$ cat src/rtl/hilo_mult_seq_if.sv
// hilo_mult_seq_if: issue/readback bundle between the EX-stage control
// decode (master) and the iterative HI/LO multiplier (slave).
interface hilo_mult_seq_if #(
   parameter int WIDTH = 32
);
   logic             start;
   logic             is_signed;
   logic [WIDTH-1:0] op_a;
   logic [WIDTH-1:0] op_b;
   logic             rd_hi_req;
   logic             rd_lo_req;
   logic             busy;
   logic             done;
   logic             stall_FETCH;
   logic [WIDTH-1:0] hi;
   logic [WIDTH-1:0] lo;

   modport master (
      output start, is_signed, op_a, op_b, rd_hi_req, rd_lo_req,
      input  busy, done, stall_FETCH, hi, lo
   );

   modport slave (
      input  start, is_signed, op_a, op_b, rd_hi_req, rd_lo_req,
      output busy, done, stall_FETCH, hi, lo
   );
endinterface

$ cat src/rtl/hilo_mult_seq.sv
// hilo_mult_seq: iterative shift-add MULT/MULTU unit owning HI/LO.
// Multiplies magnitudes one multiplier bit per cycle, then applies the
// sign in a single FIX cycle. Stalls fetch for MFHI/MFLO or a new multiply
// while busy.
// Optional feature macro: MULT_EARLY_EXIT_EN -- leave RUN as soon as the
// remaining multiplier bits are all zero, aligning the product in one shot.
module hilo_mult_seq #(
   parameter int WIDTH = 32
) (
   input  logic           clk,
   input  logic           rst,
   hilo_mult_seq_if.slave bus
);
   localparam int PW = 2*WIDTH + 1;
   localparam int CW = $clog2(WIDTH + 1);

   typedef enum logic [1:0] {S_IDLE, S_RUN, S_FIX} state_t;

   state_t             state_q, state_d;
   logic [WIDTH-1:0]   mcand_q, mcand_d;
   logic [PW-1:0]      prod_q,  prod_d;
   logic [CW-1:0]      cnt_q,   cnt_d;
   logic               neg_q,   neg_d;
   logic               busy_q,  busy_d;
   logic               done_q,  done_d;
   logic [WIDTH-1:0]   hi_q,    hi_d;
   logic [WIDTH-1:0]   lo_q,    lo_d;
   logic [PW-1:0]      run_acc;
   logic [2*WIDTH-1:0] result;

   // Two's-complement magnitude; 0x80..0 maps to 2^(WIDTH-1) unsigned.
   function automatic logic [WIDTH-1:0] magnitude(input logic [WIDTH-1:0] v,
                                                  input logic             sgn);
      return (sgn && v[WIDTH-1]) ? (~v + 1'b1) : v;
   endfunction

   // Restore the product sign across the full 2W-bit result.
   function automatic logic [2*WIDTH-1:0] apply_sign(input logic [2*WIDTH-1:0] p,
                                                     input logic               n);
      return n ? (~p + 1'b1) : p;
   endfunction

`ifdef MULT_EARLY_EXIT_EN
   logic [WIDTH-1:0] rest_mask;
   logic [CW-1:0]    rem_cnt;
   // Multiplier bits still unconsumed after this cycle's shift, and how far
   // the product must still move to reach its final alignment.
   assign rest_mask = {WIDTH{1'b1}} >> (cnt_q + 1'b1);
   assign rem_cnt   = CW'(WIDTH - 1) - cnt_q;
`endif

   assign result = apply_sign(prod_q[2*WIDTH-1:0], neg_q);

   // Next-state, datapath step and output-register inputs.
   always_comb begin
      state_d = state_q;
      mcand_d = mcand_q;
      prod_d  = prod_q;
      cnt_d   = cnt_q;
      neg_d   = neg_q;
      hi_d    = hi_q;
      lo_d    = lo_q;
      done_d  = 1'b0;
      run_acc = prod_q;
      case (state_q)
         S_IDLE: begin
            if (bus.start) begin
               mcand_d = magnitude(bus.op_a, bus.is_signed);
               prod_d  = {{(WIDTH+1){1'b0}}, magnitude(bus.op_b, bus.is_signed)};
               neg_d   = bus.is_signed & (bus.op_a[WIDTH-1] ^ bus.op_b[WIDTH-1]);
               cnt_d   = '0;
               state_d = S_RUN;
            end
         end
         S_RUN: begin
            if (prod_q[0])
               run_acc[2*WIDTH:WIDTH] = prod_q[2*WIDTH:WIDTH] + {1'b0, mcand_q};
            run_acc = run_acc >> 1;
            cnt_d   = cnt_q + 1'b1;
            if (cnt_q == CW'(WIDTH - 1)) begin
               state_d = S_FIX;
            end
`ifdef MULT_EARLY_EXIT_EN
            else if ((run_acc[WIDTH-1:0] & rest_mask) == '0) begin
               run_acc = run_acc >> rem_cnt;
               state_d = S_FIX;
            end
`endif
            prod_d = run_acc;
         end
         S_FIX: begin
            hi_d    = result[2*WIDTH-1:WIDTH];
            lo_d    = result[WIDTH-1:0];
            done_d  = 1'b1;
            state_d = S_IDLE;
         end
         default: state_d = S_IDLE;
      endcase
      busy_d = (state_d != S_IDLE);
   end

   // State and HI/LO registers; reset aborts any multiply without a write.
   always_ff @(posedge clk) begin
      if (rst) begin
         state_q <= S_IDLE;
         mcand_q <= '0;
         prod_q  <= '0;
         cnt_q   <= '0;
         neg_q   <= 1'b0;
         busy_q  <= 1'b0;
         done_q  <= 1'b0;
         hi_q    <= '0;
         lo_q    <= '0;
      end else begin
         state_q <= state_d;
         mcand_q <= mcand_d;
         prod_q  <= prod_d;
         cnt_q   <= cnt_d;
         neg_q   <= neg_d;
         busy_q  <= busy_d;
         done_q  <= done_d;
         hi_q    <= hi_d;
         lo_q    <= lo_d;
      end
   end

   assign bus.busy        = busy_q;
   assign bus.done        = done_q;
   assign bus.hi          = hi_q;
   assign bus.lo          = lo_q;
   assign bus.stall_FETCH = busy_q & (bus.start | bus.rd_hi_req | bus.rd_lo_req);

endmodule

$ cat src/flat_wrapper.sv
// flat-port wrapper written by rule: the top's interface ports become plain ports
module hilo_mult_seq_flat 
#(
   parameter int WIDTH = 32
)
  (clk, rst, bus_start, bus_is_signed, bus_op_a, bus_op_b, bus_rd_hi_req, bus_rd_lo_req, bus_busy, bus_done, bus_stall_FETCH, bus_hi, bus_lo);
  hilo_mult_seq_if #(.WIDTH(WIDTH)) bus_i ();
  input  logic clk;
  input  logic rst;
  input wire logic [$bits(bus_i.start)-1:0] bus_start;
  input wire logic [$bits(bus_i.is_signed)-1:0] bus_is_signed;
  input wire logic [$bits(bus_i.op_a)-1:0] bus_op_a;
  input wire logic [$bits(bus_i.op_b)-1:0] bus_op_b;
  input wire logic [$bits(bus_i.rd_hi_req)-1:0] bus_rd_hi_req;
  input wire logic [$bits(bus_i.rd_lo_req)-1:0] bus_rd_lo_req;
  output wire logic [$bits(bus_i.busy)-1:0] bus_busy;
  output wire logic [$bits(bus_i.done)-1:0] bus_done;
  output wire logic [$bits(bus_i.stall_FETCH)-1:0] bus_stall_FETCH;
  output wire logic [$bits(bus_i.hi)-1:0] bus_hi;
  output wire logic [$bits(bus_i.lo)-1:0] bus_lo;
  assign bus_i.start = bus_start;
  assign bus_i.is_signed = bus_is_signed;
  assign bus_i.op_a = bus_op_a;
  assign bus_i.op_b = bus_op_b;
  assign bus_i.rd_hi_req = bus_rd_hi_req;
  assign bus_i.rd_lo_req = bus_rd_lo_req;
  assign bus_busy = bus_i.busy;
  assign bus_done = bus_i.done;
  assign bus_stall_FETCH = bus_i.stall_FETCH;
  assign bus_hi = bus_i.hi;
  assign bus_lo = bus_i.lo;
  hilo_mult_seq #(.WIDTH(WIDTH)) u_core (.clk(clk), .rst(rst), .bus(bus_i));
endmodule
$ cat config.mk
export PLATFORM = sky130hd
export DESIGN_NAME = hilo_mult_seq_flat
export DESIGN_NICKNAME = d
export VERILOG_FILES = /design/src/rtl/hilo_mult_seq_if.sv /design/src/rtl/hilo_mult_seq.sv /design/src/flat_wrapper.sv
export SDC_FILE = /design/constraint.sdc
export NUM_CORES = 1
export LEC_CHECK = 0
export ABC_AREA = 1
export ABC_CLOCK_PERIOD_IN_PS = 2000
export CORE_MARGIN = 2
export CORE_UTILIZATION = 50
export CTS_CLUSTER_SIZE = 24
export DETAILED_ROUTE_END_ITERATION = 8
export PLACE_DENSITY = 0.75
export SYNTH_ARGS = -nofsm -noshare
export SYNTH_HDL_FRONTEND = slang
export SYNTH_SLANG_ARGS = --single-unit
$ cat constraint.sdc
create_clock -name clk -period 2 [get_ports clk]
set_input_delay 0.3 -clock clk [delete_from_list [all_inputs] [get_ports clk]]
set_output_delay 0.3 -clock clk [all_outputs]
set_load 0.01 [all_outputs]
==> flow_summary.ini, run 1 <==
[timing]
report.final.slew_viol_count = 0
rsz0062_at_grt = yes
tightest_slew_ns = 0.754
max_freq_mhz = 513
finClkSkew_ns = 0.0216
final-hold-violation-count = 0
setup-violations-final = 0
holdWs_ns = 0.229
period_minus_slack_ns = 1.95
post-route-period-util = 0.975
layout_setup_ws_ns = 0.0495
maxSlewHeadroom = 0.497

[die]
die-area_um2 = 27300
die_height_um = 165
core-area_um2 = 25800
ios = 137
die_w_um = 165
initial_core_util = 0.504
row_count = 59

[clocking]
clk_pin_slew_ns = 0.07
cts_buffers = 17
clock_path_buffers = 2
cts_tree = done
clk_latency_ns = 0.45
cts_root_buffer = clkbuf_16
cts.sinks = 171
htree_levels = 4
postCtsHoldBufs = 0

[logic_synthesis]
seq_area_frac_synth = 0.263
syn_inst = 2255
syn_avg_cell_area_um2 = 5.77
yosysWarnings = 0
syn_nets = 2362
synth.distinct_cells = 51
synth_area_um2 = 13000
ys_ff_latch = 171

[finish]
finalInstanceArea_um2 = 17200
layout_common_cells = nand2_1, inv_1, nor2_1
drive_above_1_share = 0.165
stdcell_count = 2858
syn_to_final_growth_pct = 32.3
diodes = 0
num-fill-cells = 2440
utilization = 0.666
final_common_cell = nand2_1
nets = 2617

[place]
hpwl_um = 36700
placed_area_um2 = 15900
place.gp.congestion = 0.992
dp_slack_ns = -0.257
place_inst = 2821
port_buffers = 136

[power_and_ir_drop]
ir_worst_vdd_uv = 689
power.density_nw_per_um2 = 589
p_leak_nw = 8.07

[route]
drc = 0
wl_per_cell_um = 16.7
drt-pass1-iter-count = 6
avgViaCountPerCell = 5.44
vias = 15600
drt-initial-drc-count = 1660
finalWirelength_um = 47600
detail-route-antenna-nets = 0

[global_route]
overflow = 0
antenna_found_initial = 0
grt_pass1_vias = 13800
grt_first_pass_wirelength_um = 72600
grt_max_degree = 103
grtUsageTotal = 0.343

[setup_path]
slowest_stage = ha_2
path_cells = ha_2 -> nand2_1 -> nor2_2 -> nand2_1 -> nor2_2 -> nand2_2 -> nand2_1 -> nand2_1 -> nand3_1 -> nand2_1 -> a21oi_1
cpMostUsedCell = nand2_1
crit_fanout = 5
cpPeakStageDelay_ns = 0.41
critPathKind = register to register
critical_path_arrival_ns = 2.31
crit_path_end_kind = register
start_kind = register
crit_required_ns = 2.35

[min_path]
hp-class = primary input to register

[job]
drv_cap = 0

[run_status]
status = complete, no violations
## critical path, delay by kind of cell (launching register included)
| kind | cells | cell delay (ns) |
|---|---|---|
| AND/OR/NAND/NOR | 9 | 0.93 |
| adder cells (fa/ha/maj) | 1 | 0.41 |
| flip-flops | 1 | 0.34 |
| AO/OA/AOI/OAI | 1 | 0.16 |
## cells in the mapped netlist (all sizes together)
master | number | area (um2)
nand4 | 36 | 225
and2 | 1 | 6.26
o22ai | 2 | 12.5
inv | 334 | 1260
xor2 | 35 | 307
nand3b | 7 | 56.3
ha | 36 | 450
clkinv | 2 | 10.0
dfxtp | 171 | 3420
or2 | 4 | 25.0
o31a | 1 | 8.76
xnor2 | 7 | 61.3
a21o | 2 | 15.0
a22oi | 20 | 150
fa | 1 | 20.0
o221ai | 7 | 61.3
and3 | 1 | 6.26
nor2 | 343 | 1350
o21a | 1 | 7.51
o21ai | 132 | 683
a21oi | 171 | 860
buf | 20 | 97.6
a31oi | 14 | 87.6
a221oi | 4 | 35.0
nand3 | 174 | 881
nand2 | 614 | 2330
o31ai | 1 | 7.51
clkbuf | 60 | 225
nor3 | 21 | 110
a311oi | 1 | 8.76
o21bai | 6 | 45.0
nor4 | 2 | 12.5
o211ai | 24 | 180
## cells by family after synthesis
logic type      Yosys count  synth area share
fa+ha+maj                37            0.0362
simple gates           1203             0.384
buf+inv                 416             0.122
flops                   171             0.263
xor+xnor                 42            0.0283
compound gates          386             0.166
## registers in the layout, summed over array words and instances (netlist names)
register,flops
u_core.neg_q,1
u_core.mcand_q,32
u_core.bus.lo,32
u_core.cnt_q,6
u_core.bus.hi,32
u_core.prod_q,64
u_core.bus.busy,1
u_core.state_q,2
u_core.bus.done,1
## where the power goes
part / leakage, nW / switching (mW) / internal, mW
Sequential: 1.41 / 0.214 / 3.55
Clock: 0.290 / 1.59 / 1.83
Combinational: 6.38 / 1.81 / 1.16
Total: 8.07 / 3.61 / 6.54
## per-layer routing
layer,global-route usage,routed length [um],share of wire,up-vias
met2,0.538,20800,0.44,686
met3,0.0689,4300,0.090,96
met4,0.115,1610,0.034,0
met1,0.471,20900,0.44,7049
li1,-,-,-,7724
met5,0,0,0,-
## layout make-up
class / instances / area (um2) / area share
Inverter: 336 / 1280 / 0.0743
Clock buffer: 20 / 457 / 0.0265
Sequential cell: 171 / 3470 / 0.202
Clock inverter: 12 / 131 / 0.00763
Tap cell: 335 / 419 / 0.0243
Multi-Input combinational cell: 1668 / 8650 / 0.502
Timing Repair Buffer: 316 / 2810 / 0.163
## what timing repair did
item / CTS / global route
buffers inserted: 0 / 6
hold endpoints to repair: 0 / 0
endpoints found under the setup margin: 23 / 57
resized for setup: 13 / 168
pin swaps: 0 / 22
## worst paths after layout
kind,startpoint,to,slack [ns],depth (start not counted)
worst max-delay path,u_core.mcand_q[25]$_SDFFE_PP0P_,u_core.prod_q[58]$_SDFFE_PP0P_,0.05,11
worst min-delay path,rst,u_core.cnt_q[1]$_SDFFE_PP0P_,0.23,2
worst max register to register,u_core.mcand_q[25]$_SDFFE_PP0P_,u_core.prod_q[58]$_SDFFE_PP0P_,0.05,11
worst min register to register,u_core.cnt_q[4]$_SDFFE_PP0P_,u_core.cnt_q[4]$_SDFFE_PP0P_,0.49,2
## per-stage QoR
stage | power [mW] | setup TNS (ns)
after floorplan | 5.37 | 0
after global placement | 6.49 | -4.19
after detailed placement | 6.52 | -6.29
after CTS | 9.90 | 0
after global routing | 10.6 | -0.343
final | 10.1 | 0
Note: power is estimated with default switching activity, not from simulation.
==> run 2, diff against run 1 <==
--- a/config.mk
+++ b/config.mk
@@ -9,7 +9,7 @@
 export ABC_CLOCK_PERIOD_IN_PS = 2000
 export CORE_MARGIN = 2
 export CORE_UTILIZATION = 50
-export CTS_CLUSTER_SIZE = 24
+export CTS_CLUSTER_SIZE = 40
 export DETAILED_ROUTE_END_ITERATION = 8
 export PLACE_DENSITY = 0.75
 export SYNTH_ARGS = -nofsm -noshare
==> results of run 2 <==
No change in the layout: final DEF, timing and power equal those of run 1.
==> edit 1, RTL diff (settings of run 1) <==
Take the reset off `hi_q` and load it in a clocked block of its own.
--- a/src/rtl/hilo_mult_seq.sv
+++ b/src/rtl/hilo_mult_seq.sv
@@ -109,7 +109,6 @@
          neg_q   <= 1'b0;
          busy_q  <= 1'b0;
          done_q  <= 1'b0;
-         hi_q    <= '0;
          lo_q    <= '0;
       end else begin
          state_q <= state_d;
@@ -119,9 +118,12 @@
          neg_q   <= neg_d;
          busy_q  <= busy_d;
          done_q  <= done_d;
-         hi_q    <= hi_d;
          lo_q    <= lo_d;
       end
+   end
+
+   always_ff @(posedge clk) begin
+      hi_q <= hi_d;
    end
 
    assign bus.busy        = busy_q;
Function: same outputs for any inputs over 10 cycles, from zero or initial values and one cycle with rst high; that may be too few to reach the edited logic, so the function may still have changed.
==> edit 1 against run 1 <==
Setup slack gained 13 ps. Wire length decreased by 7.2%. Area after synthesis decreased by 3.6%. Total power decreased by 1.8%. Sequential power is 3% higher. Cell area down 2.0%. Sequential cell count did not move. Worst hold slack better by 130 ps. Clock skew decreased by 9.7 ps. Global-route usage fell by 1.2 points. Largest cell class unchanged. Final cell count down 8.1%. Die area decreased by 3.5%. Core utilization increased by 2.3 points.
==> edit 1: results (changes against run 1) <==
Pwr
  – Leak: 7.61 nW (-5.7%)
  – Max rail drop VDD: 553 uV (-20%)
  – P_int: 6.47 mW (-1.1%)

Global route
  – Total GRT Usage: 0.331 (-0.0124)
  – Initial antenna violation count: 1 (+1)
  – Largest net degree at the start of global routing: 72 (-30%)
  – First-pass GRT wire length: 68400 um (-5.8%)
  – Number of global-route vias before repair: 13000 (-5.6%)

Logic synthesis
  – Area contributors post-synth: dfxtp_1 (22%), nand2_1 (16%), inv_1 (8.6%)
  – Distinct cells, synth: 52 (+2.0%)
  – Post-synth EDFFs: 32 (+32)
  – Syn Nets: 2116 (-10%)
  – Commonest cells post-synth: nand2_1 (524), inv_1 (288), nor2_1 (211)
  – Post-synthesis sequential area ratio: 0.298 (+0.0352)

Finish
  – Filler cell count: 2210 (-9.4%)
  – Layout cells sized above 1: 0.190 (+0.0249)
  – Register bank with the most flops: u_core.prod_q
  – Multi-input logic area: 0.00801 mm^2 (-7.4%)
  – Nets: 2397 (-8.4%)

Detailed routing
  – Vias/cell: 5.42 (-0.35%)
  – Drt first-iter violations: 1364 (-18%)
  – WL final: 44200 um (-7.2%)
  – Router iterations before antenna repair: 6 (unchanged)

Critical path
  – R2R cell count: 10 (-1)
  – WP data arrival: 2110 ps (-200 ps)
  – Capturing point of the worst reg2reg path: u_core.bus.hi[18]$_DFFE_PP_
  – Crit path launch: u_core.prod_q[42]$_SDFFE_PP0P_
  – Worst reg2reg path startpoint: u_core.prod_q[42]$_SDFFE_PP0P_
  – R2R Setup Slk: around 63 ps

STA
  – Final Skew: 12.0 ps (-9.66 ps)
  – Max transition margin: 0.643 (+0.146)

Placement
  – HPWL after DPL: 34900 um (-4.9%)
  – Pre-CTS setup slack: -239 ps (+18.2 ps)
  – RePlAce Congestion: 0.980 (-1.2%)
  – Cell Area, Placed: 0.0156 mm^2 (-1.9%)

Run status
  – Status: finished clean

Worst hold path
  – Hold path cells: 3 (+1)
edit 1: timing repair:
action | 4_1_cts | 5_1_grt
pin swaps | 0 | 10
resized for setup | 22 | 144
buffers inserted | 0 | 4
endpoints found under the setup margin | 21 | 49
hold endpoints to repair | 0 | 0
edit 1: kinds of logic after synthesis:
| logic type | share of synthesized area |
|---|---|
| buffers and inverters | 0.111 |
| xor gates and xnor gates | 0.0481 |
| AOI/OAI and AO/OA | 0.158 |
| and+or+nand+nor | 0.347 |
| DFF | 0.298 |
| adders and majority gates | 0.0375 |
edit 1: metrics by stage:
step	instances	hold WS [ps]	setup TNS, ps
6_report	2627	358	0
5_1_grt	2627	369	-427
4_1_cts	2623	344	-2.01
3_5_place_dp	2591	458	-5420
3_3_place_gp	2591	461	-4030
2_1_floorplan	2009	443	-37.4
edit 1: layout make-up:
cell class	instances	share of cell area
inverters	297	0.0663
clock buffers	17	0.0252
flip-flops and latches	171	0.225
clock inverters	15	0.00987
repair buffers	331	0.175
well taps	324	0.0240
multi-input cells	1472	0.475
edit 1: power by group through the flow:
stage	sequential, mW	clock [mW]	combinational (mW)
final	3.87	3.37	2.73
after floorplan	3.84	0	1.52
after detailed placement	3.90	0	2.52
after CTS	3.83	3.40	2.54
after global routing	3.87	3.53	2.99
after global placement	3.90	0	2.49
edit 1: critical path: stages (launching register included):
cell and delay (ps):
dfxtp_1 380, buf_4 190, inv_1 120, nand4_1 150, nor2_2 160, nand2_1 70
nor2_1 80, nand4_1 160, xor2_1 190, nand2_1 60, o21ai_0 100
edit 1: per-layer routing:
layer	track usage	part of all wire	vias to the layer above
li1	-	-	7076
met1	0.458	0.44	6542
met2	0.536	0.45	541
met3	0.0374	0.071	88
met4	0.114	0.032	0
met5	0	0	-
edit 1: worst max path at each step:
stage / slack, ps / endpoint / cells after the start
2_1_floorplan: -40 / u_core.bus.hi[20]$_DFFE_PP_ / 12
3_3_place_gp: -220 / u_core.prod_q[31]$_SDFFE_PP0P_ / 10
3_5_place_dp: -240 / u_core.mcand_q[22]$_SDFFE_PP0P_ / 12
4_1_cts: -2 / u_core.prod_q[62]$_SDFFE_PP0P_ / 13
5_1_grt: -80 / u_core.prod_q[39]$_SDFFE_PP0P_ / 13
6_report: 60 / u_core.bus.hi[18]$_DFFE_PP_ / 10
==> edit 2, RTL diff (settings of run 1) <==
Made on the original files. `WIDTH` is set to 32 in 3 places; all go to 16.
--- a/src/rtl/hilo_mult_seq_if.sv
+++ b/src/rtl/hilo_mult_seq_if.sv
@@ -1,7 +1,7 @@
 // hilo_mult_seq_if: issue/readback bundle between the EX-stage control
 // decode (master) and the iterative HI/LO multiplier (slave).
 interface hilo_mult_seq_if #(
-   parameter int WIDTH = 32
+   parameter int WIDTH = 16
 );
    logic             start;
    logic             is_signed;
--- a/src/rtl/hilo_mult_seq.sv
+++ b/src/rtl/hilo_mult_seq.sv
@@ -5,7 +5,7 @@
 // Optional feature macro: MULT_EARLY_EXIT_EN -- leave RUN as soon as the
 // remaining multiplier bits are all zero, aligning the product in one shot.
 module hilo_mult_seq #(
-   parameter int WIDTH = 32
+   parameter int WIDTH = 16
 ) (
    input  logic           clk,
    input  logic           rst,
--- a/src/flat_wrapper.sv
+++ b/src/flat_wrapper.sv
@@ -1,7 +1,7 @@
 // flat-port wrapper written by rule: the top's interface ports become plain ports
 module hilo_mult_seq_flat 
 #(
-   parameter int WIDTH = 32
+   parameter int WIDTH = 16
 )
   (clk, rst, bus_start, bus_is_signed, bus_op_a, bus_op_b, bus_rd_hi_req, bus_rd_lo_req, bus_busy, bus_done, bus_stall_FETCH, bus_hi, bus_lo);
   hilo_mult_seq_if #(.WIDTH(WIDTH)) bus_i ();
Ports: changed (resized bus_hi, bus_lo, bus_op_a and bus_op_b); port bits go from 137 to 73. No check against the original RTL was run, so the function may have changed too.
==> edit 2 against run 1 <==
Sequential power decreased by 48%. Total power decreased by 54%. Count of clock-buffer cells in the layout decreased by 11. Sequential cell count decreased by 81. Setup slack improved by 110 ps. Wire length decreased by 67%. Synthesized cell count decreased by 57%. Area after synthesis decreased by 54%. Cell area decreased by 58%.
==> edit 2: results (changes against run 1) <==
Logic synthesis
  – Area contributors post-synth: dfxtp_1 (30%), nand2_1 (15%), inv_1 (8.3%)
  – Distinct cells, synth: 41 (-20%)
  – Adder-cell area share of the yosys netlist: 0.0469 (+0.0108)
  – Syn Nets: 1028 (-56%)

Placement
  – IO buf count: 72 (-47%)
  – # placed instances: 1181 (-58%)
  – RePlAce Congestion: 0.926 (-6.6%)
  – Pre-CTS setup slack: 54.6 ps (+312 ps)
  – HPWL after DPL: 12100 um (-67%)

Clocking
  – CTS Buf Count: 9 (-8)
  – H-tree depth: 3 (-1)

Detailed routing
  – WL final: 15800 um (-67%)
  – Vias: 6348 (-59%)
  – DR WL/cell: 13.2 um (-21%)
  – Router iterations before antenna repair: 5 (-1)

Worst hold path
  – Hold Path Class: register to register

Pwr
  – Leak: 3.36 nW (-58%)
  – Max rail drop VDD: 371 uV (-46%)

Finish
  – Largest register FFs: 32 (-50%)
  – Filler cell count: 1160 (-52%)

Global route
  – Largest net degree at the start of global routing: 53 (-49%)
  – First-pass GRT wire length: 27000 um (-63%)
  – Number of global-route vias before repair: 5704 (-59%)

Critical path
  – CP max-delay cell: clkdlybuf4s50_1
  – Slowest Stage Delay on Critical Path: 470 ps (+60 ps)

Run status
  – Status: finished clean
-- edit 2: layer usage --
metal | GRT usage | vias to the layer above | part of all wire
met4 | 0.0894 | 0 | 0.021
met1 | 0.355 | 2844 | 0.48
li1 | - | 3297 | -
met2 | 0.413 | 178 | 0.45
met3 | 0.0287 | 29 | 0.046
met5 | 0 | - | 0
-- edit 2: cells by family after synthesis --
family / count (synthesis)
AND/OR/NAND/NOR: 474
AO/OA/AOI/OAI: 190
buffers and inverters: 170
flip-flops: 90
XOR/XNOR: 22
adder cells (fa/ha/maj): 22
-- edit 2: area by class of cell --
type / count / share of cell area
inverters: 137 / 0.0709
repair buffers: 99 / 0.129
multi-input cells: 708 / 0.488
well taps: 147 / 0.0252
clock inverters: 6 / 0.00892
flip-flops and latches: 90 / 0.247
clock buffers: 9 / 0.0309
-- edit 2: final timing paths --
path	start	slack, ps	cells after the start	endpoint
worst max-delay path	bus_start	160	3	bus_stall_FETCH
worst min-delay path	u_core.cnt_q[4]$_SDFFE_PP0P_	470	2	u_core.cnt_q[4]$_SDFFE_PP0P_
worst max register to register	u_core.prod_q[16]$_SDFFE_PP0P_	200	12	u_core.prod_q[31]$_SDFFE_PP0P_
worst min register to register	u_core.cnt_q[4]$_SDFFE_PP0P_	470	2	u_core.cnt_q[4]$_SDFFE_PP0P_
-- edit 2: power by group --
part | internal [mW] | switching [mW]
logic | 0.375 | 0.595
registers | 1.87 | 0.0835
clock network | 0.967 | 0.750
total | 3.21 | 1.43
-- edit 2: critical path: cells and delay by family --
family	cells	cell delay, ps
AOI/OAI and AO/OA	1	310
buffers and inverters	2	930
-- edit 2: per-stage QoR --
step	hold WS (ps)	cell area [um^2]
3_3_place_gp	451	7000
2_1_floorplan	439	6020
3_5_place_dp	454	7000
6_report	470	7290
4_1_cts	464	7290
5_1_grt	506	7290
-- edit 2: what timing repair did --
item | 4_1_cts | 5_1_grt
hold buffers | 0 | 0
setup buffers | 0 | 0
endpoints found under the setup margin | 0 | 1
resized for setup | 0 | 2
